[src/rtl/opl_audio_dac_pkg.sv]
// Shared constants and helpers for the OPL2 audio output stage.
// Samples are unsigned with 0x80 as the zero level.
package opl_audio_pkg;

    localparam logic [7:0] SILENCE        = 8'h80;
    localparam int         SAMPLE_DIV_48K = 1042;

    function automatic logic signed [7:0] to_signed8(input logic [7:0] x);
        return x ^ SILENCE;
    endfunction

endpackage

[src/rtl/opl_audio_dac_if.sv]
// Firmware-facing sample/control/status bundle of the audio DAC.
// master = sample producer, slave = DAC.
interface opl_audio_dac_if #(
    parameter int FIFO_AW = 4
) ();

    logic [7:0]       sample_in;
    logic             sample_wr;
    logic [3:0]       vol;
    logic             mute;
    logic             stat_clr;
    logic [FIFO_AW:0] fifo_level;
    logic             fifo_full;
    logic             underrun;
    logic             overflow;
    logic             sample_tick;
    logic             audio_out;

    modport master (
        output sample_in, sample_wr, vol, mute, stat_clr,
        input  fifo_level, fifo_full, underrun, overflow,
        input  sample_tick, audio_out
    );

    modport slave (
        input  sample_in, sample_wr, vol, mute, stat_clr,
        output fifo_level, fifo_full, underrun, overflow,
        output sample_tick, audio_out
    );

endinterface

[src/rtl/opl_sample_fifo.sv]
// Show-ahead sample FIFO with wrap-bit pointers.
// A write into a full FIFO is accepted only when a read frees a slot.
module opl_sample_fifo #(
    parameter int AW = 4
) (
    input  logic          clk,
    input  logic          rst,
    input  logic          wr,
    input  logic [7:0]    wdata,
    input  logic          rd,
    output logic [7:0]    rdata,
    output logic [AW:0]   level,
    output logic          empty,
    output logic          full
);

    localparam int         DEPTH = 2 ** AW;
    localparam logic [AW:0] ONE  = 1;

    logic [AW:0] wp_q, rp_q;
    logic [7:0]  mem_q [DEPTH];
    logic        do_wr, do_rd;

    assign empty = (wp_q == rp_q);
    assign full  = (wp_q[AW] != rp_q[AW]) &&
                   (wp_q[AW-1:0] == rp_q[AW-1:0]);
    assign level = wp_q - rp_q;
    assign rdata = mem_q[rp_q[AW-1:0]];

    assign do_rd = rd & ~empty;
    assign do_wr = wr & (~full | do_rd);

    always_ff @(posedge clk) begin
        if (rst) begin
            wp_q <= '0;
            rp_q <= '0;
        end else begin
            if (do_wr) wp_q <= wp_q + ONE;
            if (do_rd) rp_q <= rp_q + ONE;
        end
    end

    always_ff @(posedge clk) begin
        if (do_wr) mem_q[wp_q[AW-1:0]] <= wdata;
    end

endmodule

[src/rtl/opl_audio_dac.sv]
// OPL2 audio output: sample FIFO, rate divider, volume/mute gain
// and a first-order sigma-delta modulator driving a 1-bit pin.
module opl_audio_dac
    import opl_audio_pkg::*;
#(
    parameter int SAMPLE_DIV = SAMPLE_DIV_48K,
    parameter int FIFO_AW    = 4
) (
    input  logic            clk,
    input  logic            rst,
    opl_audio_dac_if.slave  bus
);

    localparam logic [15:0] DIV_LAST = 16'(SAMPLE_DIV - 1);

    logic [15:0]      div_q, div_d;
    logic [7:0]       cur_q, cur_d;
    logic [7:0]       dac_val_q, dac_val_d;
    logic [8:0]       acc_q, acc_d;
    logic             und_q, und_d;
    logic             ovf_q, ovf_d;
    logic             tick, pop;
    logic [7:0]       rdata;
    logic [FIFO_AW:0] level;
    logic             empty, full;
    logic signed [7:0]  s;
    logic signed [11:0] p;
    logic signed [7:0]  g;
    logic [7:0]         gain_val;

    assign tick = (div_q == DIV_LAST);
    assign pop  = tick & ~empty;

    opl_sample_fifo #(.AW(FIFO_AW)) u_fifo (
        .clk   (clk),
        .rst   (rst),
        .wr    (bus.sample_wr),
        .wdata (bus.sample_in),
        .rd    (tick),
        .rdata (rdata),
        .level (level),
        .empty (empty),
        .full  (full)
    );

    always_comb begin
        div_d    = tick ? '0 : div_q + 16'd1;
        cur_d    = pop ? rdata : cur_q;
        // gain is applied to the sample being loaded so dac_val is valid at T+1
        s        = to_signed8(cur_d);
        p        = 12'(s) * 12'($signed({1'b0, bus.vol}));
        g        = 8'(p >>> 4);
        gain_val = bus.mute ? SILENCE : (g ^ SILENCE);
        dac_val_d = tick ? gain_val : dac_val_q;
        und_d    = (tick & empty) | (und_q & ~bus.stat_clr);
        ovf_d    = (bus.sample_wr & full & ~pop) |
                   (ovf_q & ~bus.stat_clr);
        acc_d    = {1'b0, acc_q[7:0]} + {1'b0, dac_val_q};
    end

    always_ff @(posedge clk) begin
        if (rst) begin
            div_q     <= '0;
            cur_q     <= SILENCE;
            dac_val_q <= SILENCE;
            acc_q     <= '0;
            und_q     <= 1'b0;
            ovf_q     <= 1'b0;
        end else begin
            div_q     <= div_d;
            cur_q     <= cur_d;
            dac_val_q <= dac_val_d;
            acc_q     <= acc_d;
            und_q     <= und_d;
            ovf_q     <= ovf_d;
        end
    end

    assign bus.fifo_level  = level;
    assign bus.fifo_full   = full;
    assign bus.underrun    = und_q;
    assign bus.overflow    = ovf_q;
    assign bus.sample_tick = tick;
    assign bus.audio_out   = acc_q[8];

endmodule

[src/flat_wrapper.sv]
// flat-port wrapper written by rule: the top's interface ports become plain ports
module opl_audio_dac_flat import opl_audio_pkg::*;
#(
    parameter int SAMPLE_DIV = SAMPLE_DIV_48K,
    parameter int FIFO_AW    = 4
)
  (clk, rst, bus_sample_in, bus_sample_wr, bus_vol, bus_mute, bus_stat_clr, bus_fifo_level, bus_fifo_full, bus_underrun, bus_overflow, bus_sample_tick, bus_audio_out);
  opl_audio_dac_if #(.FIFO_AW(FIFO_AW)) bus_i ();
  input  logic clk;
  input  logic rst;
  input wire logic [$bits(bus_i.sample_in)-1:0] bus_sample_in;
  input wire logic [$bits(bus_i.sample_wr)-1:0] bus_sample_wr;
  input wire logic [$bits(bus_i.vol)-1:0] bus_vol;
  input wire logic [$bits(bus_i.mute)-1:0] bus_mute;
  input wire logic [$bits(bus_i.stat_clr)-1:0] bus_stat_clr;
  output wire logic [$bits(bus_i.fifo_level)-1:0] bus_fifo_level;
  output wire logic [$bits(bus_i.fifo_full)-1:0] bus_fifo_full;
  output wire logic [$bits(bus_i.underrun)-1:0] bus_underrun;
  output wire logic [$bits(bus_i.overflow)-1:0] bus_overflow;
  output wire logic [$bits(bus_i.sample_tick)-1:0] bus_sample_tick;
  output wire logic [$bits(bus_i.audio_out)-1:0] bus_audio_out;
  assign bus_i.sample_in = bus_sample_in;
  assign bus_i.sample_wr = bus_sample_wr;
  assign bus_i.vol = bus_vol;
  assign bus_i.mute = bus_mute;
  assign bus_i.stat_clr = bus_stat_clr;
  assign bus_fifo_level = bus_i.fifo_level;
  assign bus_fifo_full = bus_i.fifo_full;
  assign bus_underrun = bus_i.underrun;
  assign bus_overflow = bus_i.overflow;
  assign bus_sample_tick = bus_i.sample_tick;
  assign bus_audio_out = bus_i.audio_out;
  opl_audio_dac #(.SAMPLE_DIV(SAMPLE_DIV), .FIFO_AW(FIFO_AW)) u_core (.clk(clk), .rst(rst), .bus(bus_i));
endmodule
[config.mk]
export PLATFORM = sky130hd
export DESIGN_NAME = opl_audio_dac_flat
export DESIGN_NICKNAME = d
export VERILOG_FILES = /design/src/rtl/opl_audio_dac_pkg.sv /design/src/rtl/opl_audio_dac_if.sv /design/src/rtl/opl_sample_fifo.sv /design/src/rtl/opl_audio_dac.sv /design/src/flat_wrapper.sv
export SDC_FILE = /design/constraint.sdc
export NUM_CORES = 1
export LEC_CHECK = 0
export ABC_AREA = 1
export CORE_UTILIZATION = 55
export DETAILED_ROUTE_END_ITERATION = 7
export PLACE_DENSITY_LB_ADDON = 0.1
export REMOVE_ABC_BUFFERS = 1
export SLEW_MARGIN = 20
export SYNTH_ARGS = -nofsm -noshare
export SYNTH_HDL_FRONTEND = slang
export SYNTH_SLANG_ARGS = --single-unit
export TNS_END_PERCENT = 50
[constraint.sdc]
create_clock -name clk -period 4.85 [get_ports clk]
set_input_delay 0.485 -clock clk [delete_from_list [all_inputs] [get_ports clk]]
set_output_delay 0.485 -clock clk [all_outputs]
set_load 0.005 [all_outputs]
# [Word-level counts from Yosys, hierarchy flattened]
# Memory sizes are Yosys's and may differ from the RTL's. A register that Yosys moved wholly into a read port is not among the register bits.
# Cells that the tools add are included.
[totals] regBits=53 wordCells=43 rom_bits=0 latchBits=0 mem_count=1 mem_bits_rw=128
[op_classes] div_mod_pow=0 order_cmp=0 shift=0 addsub=5 reduce_logical=2 bitwise_logic=16 multipliers=1 n_eq_ne=4 muxes=6
[mem_list] name="u_core.u_fifo.mem_q" words=16 width=8 read_ports=1 rd_ports_with_merged_regs=1 wr=1 line="opl_sample_fifo.sv:21" text="logic [7:0] mem_q [DEPTH];"
[ops] operator="$add 16x1->16 const B" n=1
[ops] operator="$eq 16x11->1 const B" n=1
[ops] operator="$mux 8" n=2
[ops] operator="$mul 8x5->12" n=1
[ops] operator="$add 5x1->5 const B" n=2
[ops] operator="$add 8x8->9" n=1
[ops] operator="$mux 4" n=2
[ops] operator="$and 1x1->1" n=7
[ops] operator="$not 1->1" n=6
[ops] operator="$eq 5x5->1" n=1
[ops] operator="$sub 5x5->5" n=1
[ops] operator="$eq 4x4->1" n=1
[ops] operator="$or 1x1->1" n=3
[ops] operator="$mux 1" n=2
[ops] operator="$reduce_or 2->1" n=1
[ops] operator="$logic_and 1x1->1" n=1
[ops] operator="$ne 1x1->1" n=1

# [Logic depth before layout (Yosys ltp)]
[logic_depth] ltp_word=8 ltp_mapped=30 depth_no_buf=29

# [Hierarchy]
# From an unflattened synthesis, not the netlist that was laid out.
[hier_totals] cells_unflattened=1024 area_unflattened_um2=9369.0
[modules_own_cells] module="opl_sample_fifo" cells_each=584 area_per_inst_um2=6175.9 n_inst=1
[modules_own_cells] module="opl_audio_dac" cells_each=440 area_per_inst_um2=3193.1 n_inst=1

# [Least setup slack after synthesis]
# No wires, ideal clock.
[synth_timing] kind="register to register" startpoint="reg u_core.u_fifo.wp_q[0]" endpoint="reg u_core.dac_val_q[7]" arrival_ns=4.283 slack_ns=0.458 period_less_slack_ns=4.392 path_buffers=0 setup_ns=0.109 path_stages_with_launch=27 path_cell_list="dfxtp_1 -> inv_1 -> ha_1 -> nand4_2 -> nor2_4 -> nor2_8 -> inv_4 -> or3_1 -> o21ai_1 -> inv_2 -> nor2_1 -> ha_1 -> fa_1 -> inv_1 -> fa_1 -> inv_1 -> ha_1 -> a21oi_1 -> o21ai_0 -> inv_1 -> o21ai_0 -> a21oi_1 -> inv_1 -> nand2_1 -> nand3_1 -> nand2_1 -> inv_1"
[synth_via] elab_chain_len=8
[synth_rtl] element="from (decl)" line="opl_sample_fifo.sv:20" text="logic [AW:0] wp_q, rp_q;"
[synth_rtl] element="from (signal assigned)" line="opl_sample_fifo.sv:38" text="if (do_wr) wp_q <= wp_q + ONE;"
[synth_rtl] element="$eq 5x5->1 (*)" line="opl_sample_fifo.sv:24" text="assign empty = (wp_q == rp_q);"
[synth_rtl] element="$not 1->1 (*)" line="opl_audio_dac.sv:32" text="assign pop = tick & ~empty;"
[synth_rtl] element="$and 1x1->1 (*)" line="opl_audio_dac.sv:32"
[synth_rtl] element="$mux 8 (*)" line="opl_audio_dac.sv:48" text="cur_d = pop ? rdata : cur_q;"
[synth_rtl] element="$not 1->1 (no line)"
[synth_rtl] element="$mul 8x5->12 (*)" line="opl_audio_dac.sv:51" text="p = 12'(s) * 12'($signed({1'b0, bus.vol}));"
[synth_rtl] element="$not 1->1 (no line) (*)"
[synth_rtl] element="$mux 8 (*)" line="opl_audio_dac.sv:53" text="gain_val = bus.mute ? SILENCE : (g ^ SILENCE);"
[synth_rtl] element="to (signal assigned)" line="opl_audio_dac.sv:72" text="dac_val_q <= dac_val_d;"
[synth_rtl] element="to (decl)" line="opl_audio_dac.sv:18" text="logic [7:0] dac_val_q, dac_val_d;"
# Mark *: on every way between the ends. The rest lies on a longest branch, timed or not.
# A chain may end at the register's enable or synchronous reset.

# [Worst setup path after layout]
[layout_timing] startpoint="reg u_core.div_q[1]" endpoint="reg u_core.dac_val_q[3]"
[layout_via] elab_chain_len=6
[layout_rtl] element="from (decl)" line="opl_audio_dac.sv:16" text="logic [15:0] div_q, div_d;"
[layout_rtl] element="from (signal assigned)" line="opl_audio_dac.sv:70" text="div_q <= div_d;"
[layout_rtl] element="$eq 16x11->1 (*)" line="opl_audio_dac.sv:31" text="assign tick = (div_q == DIV_LAST);"
[layout_rtl] element="$and 1x1->1" line="opl_audio_dac.sv:32"
[layout_rtl] element="$mux 8" line="opl_audio_dac.sv:48"
[layout_rtl] element="$not 1->1 (no line)"
[layout_rtl] element="$mul 8x5->12" line="opl_audio_dac.sv:51"
[layout_rtl] element="$mux 8" line="opl_audio_dac.sv:53"
# Marked as above.

==> summary by stage <==
Global routing
The first global-routing pass estimated between 30000 and 40000 µm of wire. For this run, the total global-route usage over all layers was measured as 25.8%. The number of antenna violations at the first check in global routing is 0.

The total congestion overflow is 0. The number of global-route vias before repair was ~6.2k. The maximum number of pins on one net before global-route repair is 33.

Critical path
The reg-to-reg critical path startpoint is u_core.div_q[1]. Data on the critical path is required at its endpoint by roughly 5.2 ns. By startpoint and endpoint, the worst setup path is classified as reg2reg. The highest fanout seen on the critical path is 7. The endpoint arrival time on the critical path is 4.95 ns.

The capturing point of the worst reg2reg path is u_core.dac_val_q[3]. Setup slack on the worst reg-to-reg path comes out at 0.27 ns. STA classifies the critical path endpoint as a flip-flop. The worst reg2reg path depth is 24. The kind of start point of the critical path is a flip-flop.

Die
The core area is 15900 µm². The total number of placement rows is 46. The die covers 16800 µm². The die width is 130 µm.

The initial utilization of the core area, before any placement, comes to 56.3%. 27 I/O pins were placed. Measured along the y axis, the die boundary spans 130 µm.

Timing
The actual slew at the worst max-slew pin is 1.09 ns. Between clock sinks in the finished design, the worst skew comes to 0.0136 ns. The fmax is 218 MHz. The final max-slew violation count came to 0.

Measured against its own limit, the worst slew margin works out to a little over a quarter. The final-report hold violation count came to 0. Setup violations remaining at the end of the flow were counted as 0. The clock period could shrink to approximately 4.6 ns. Dividing the final minimum period by the clock period gives 94.5%.

Min path
The start point of the worst min-delay path is u_core.dac_val_q[5]. The worst hold path passes through 2 cells. The class of the most critical hold timing path is reg2reg. The end point of the worst hold path is u_core.dac_val_q[5].

Clocking
The longest clock path from root to sink contains 2 buffers. The number of buffers added by the clock tree synthesis step is 17. The number of sinks driven by the clock tree is 185. The H-tree was split into 4 levels. The clock-pin transition on the worst setup and hold timing paths is 0.07 ns. TritonCTS built the clock tree.

The source-to-sink clock delay at the later pin of the worst-skew pair is ~0.43 ns. The cell at the root of the clock tree is sky130_fd_sc_hd__clkbuf_16.

Logic synthesis
The most common cell in the netlist is sky130_fd_sc_hd__nand2_1. Synthesis inferred 185 register bits. The number of warnings reported in the yosys synthesis log is 0.

The dominant cell type by area after synthesis is sky130_fd_sc_hd__edfxtp_1. Among all flip-flop cells after synthesis, the most frequent one is sky130_fd_sc_hd__edfxtp_1. A synthesized cell averages 9.75 µm². The share of synthesized area occupied by flip-flops and latches is 55.5%. The gate count after technology mapping is 921. The synthesized netlist occupies a cell area of 8980 µm². Yosys mapped a number of flops with a built-in enable equal to 128. By area the synthesized netlist is led by sky130_fd_sc_hd__edfxtp_1, sky130_fd_sc_hd__dfxtp_1, sky130_fd_sc_hd__nand2_1. The commonest cells after synthesis are sky130_fd_sc_hd__nand2_1, sky130_fd_sc_hd__edfxtp_1, sky130_fd_sc_hd__inv_1. The share of synthesized flip-flops with an asynchronous set or reset is 0%. The post-synthesis cell type count is 48. The share of Yosys cell area claimed by the top area cell type is 42.8%.

Routing
The pre-antenna-repair detailed-routing pass consisted of 5 iterations. The post-route antenna net violation count is 0. After the first detailed-routing iteration, the DRC count stood at around 730. The residual DRC count is 0. The routed via count is 6636. The wire length reported by the detailed router is 20600 µm. The via count normalized by instance count is 5.59. The wire length per cell after detailed routing is about 17 µm.

Pwr
IR analysis of the VDD net gives a maximum drop of between 0.2 and 0.3 mV. In this run the static leakage power is 4.08 nW. The areal power density over the cells is 311 nW/µm².

Cells and area
Relative to the synthesized area, the layout overhead comes to 13.8%. The fraction of layout instances using a drive strength above 1 is around a tenth. Once layout is complete, the utilization of the core stands at roughly 64%. The final cell area excluding filler cells is 10200 µm². The final net count is roughly 1.0k. 0 antenna diodes ended up in the layout.

Outcome
The flow ran to the end, and the final reports show no timing, DRC or antenna violations.

Run
The number of max-cap violations is 0.

Placement
Input and output buffers added on the ports amount to 26. Summing all placed instances gives a cell area of 9520 µm². At the end of routability-driven placement, the weighted congestion stood at approximately 0.89.

The wire-length estimate of the detail-placed layout is 14300 µm.
-- per-layer routing --
| layer | track usage [%] | share of wire [%] | vias up |
|---|---|---|---|
| met2 | 41.7 | 48 | 231 |
| met5 | 0 | 0 | - |
| met4 | 9.51 | 2.5 | 0 |
| met1 | 34.6 | 43 | 3172 |
| li1 | - | - | 3182 |
| met3 | 5.08 | 6.1 | 51 |
-- through the flow --
stage | setup TNS (ns) | instances | hold WS [ns] | power [mW] | worst slack (ns)
after floorplan | -3.06 | 892 | 0.430 | 1.79 | -0.673
after global placement | 0 | 1152 | 0.448 | 1.85 | 0.229
after detailed placement | 0 | 1152 | 0.448 | 1.85 | 0.0559
after CTS | 0 | 1184 | 0.463 | 3.19 | 0.0613
after global routing | -0.107 | 1188 | 0.485 | 3.26 | -0.0648
final | 0 | 1188 | 0.463 | 3.18 | 0.268
-- sequential cells by signal, summed over array words and instances (netlist names), named ones only --
signal               count
u_core.acc_q             9
u_core.bus.overflow      1
u_core.u_fifo.mem_q    128
u_core.u_fifo.wp_q       5
u_core.div_q            16
u_core.bus.underrun      1
u_core.cur_q             8
u_core.dac_val_q         8
u_core.u_fifo.rp_q       5
-- power by group --
group / leakage (nW) / internal, mW / switching (mW) / total (mW)
Sequential: 1.62 / 1.70 / 0.00732 / 1.71
Combinational: 2.19 / 0.0350 / 0.0711 / 0.106
Clock: 0.274 / 0.765 / 0.599 / 1.36
-- worst max path at each step --
stage	start	slack (ns)	end	cells after the start
final	u_core.div_q[1]	0.27	u_core.dac_val_q[3]	24
after global routing	u_core.u_fifo.wp_q[0]	-0.06	u_core.dac_val_q[7]	25
after CTS	u_core.u_fifo.rp_q[1]	0.06	u_core.dac_val_q[7]	26
after floorplan	flip-flop	-0.67	u_core.dac_val_q[7]	24
after detailed placement	u_core.u_fifo.rp_q[1]	0.06	u_core.dac_val_q[7]	26
after global placement	u_core.u_fifo.wp_q[0]	0.23	u_core.dac_val_q[7]	26
-- kinds of logic after synthesis --
logic type / after synthesis / synth area share (%)
AOI/OAI and AO/OA: 147 / 9.26
buffers and inverters: 145 / 6.87
xor gates and xnor gates: 7 / 0.766
DFF: 185 / 55.5
adders and majority gates: 55 / 9.08
and+or+nand+nor: 382 / 18.5
-- cell usage in the layout (no fill, tap or decap), types with 18 or more instances in the layout --
cell	n
sky130_fd_sc_hd__a21oi_1	71
sky130_fd_sc_hd__buf_4	18
sky130_fd_sc_hd__clkdlybuf4s50_1	26
sky130_fd_sc_hd__dfxtp_1	51
sky130_fd_sc_hd__edfxtp_1	128
sky130_fd_sc_hd__ha_1	33
sky130_fd_sc_hd__inv_1	109
sky130_fd_sc_hd__nand2_1	171
sky130_fd_sc_hd__nand3_1	71
sky130_fd_sc_hd__nor2_1	98
sky130_fd_sc_hd__o21ai_0	34
-- layout make-up --
cell class	instances	area (µm²)
Clock inverter	13	143
Fill cell	1286	5720
Inverter	116	438
Multi-Input combinational cell	591	3470
Sequential cell	185	4990
Clock buffer	19	433
Tap cell	216	270
Timing Repair Buffer	48	475
-- critical path, stage by stage, from the launching register on --
cell,delay (ns)
sky130_fd_sc_hd__dfxtp_1,0.33
sky130_fd_sc_hd__inv_1,0.07
sky130_fd_sc_hd__ha_1,0.16
sky130_fd_sc_hd__nand3_1,0.09
sky130_fd_sc_hd__nor2_1,0.15
sky130_fd_sc_hd__nand2_2,0.13
sky130_fd_sc_hd__nor2_8,0.20
sky130_fd_sc_hd__inv_4,0.05
sky130_fd_sc_hd__or3_1,0.42
sky130_fd_sc_hd__o21ai_2,0.11
sky130_fd_sc_hd__inv_2,0.08
sky130_fd_sc_hd__nor2_1,0.10
sky130_fd_sc_hd__ha_1,0.25
sky130_fd_sc_hd__fa_1,0.53
sky130_fd_sc_hd__inv_1,0.05
sky130_fd_sc_hd__fa_1,0.53
sky130_fd_sc_hd__inv_1,0.07
sky130_fd_sc_hd__ha_4,0.29
sky130_fd_sc_hd__nand2_1,0.08
sky130_fd_sc_hd__inv_1,0.06
sky130_fd_sc_hd__nand3_1,0.09
sky130_fd_sc_hd__o31ai_1,0.35
sky130_fd_sc_hd__or2_1,0.15
sky130_fd_sc_hd__nand3_1,0.06
sky130_fd_sc_hd__nand2_1,0.09
-- timing repair --
| action | 4_1_cts | 5_1_grt |
|---|---|---|
| gates resized for setup | 0 | 18 |
| hold buffers | 0 | 0 |
| endpoints found under the hold margin | 0 | 0 |
| buffers inserted | 0 | 4 |
| endpoints found under the setup margin | 0 | 5 |
No activity file was read; power rests on OpenSTA's default activity.
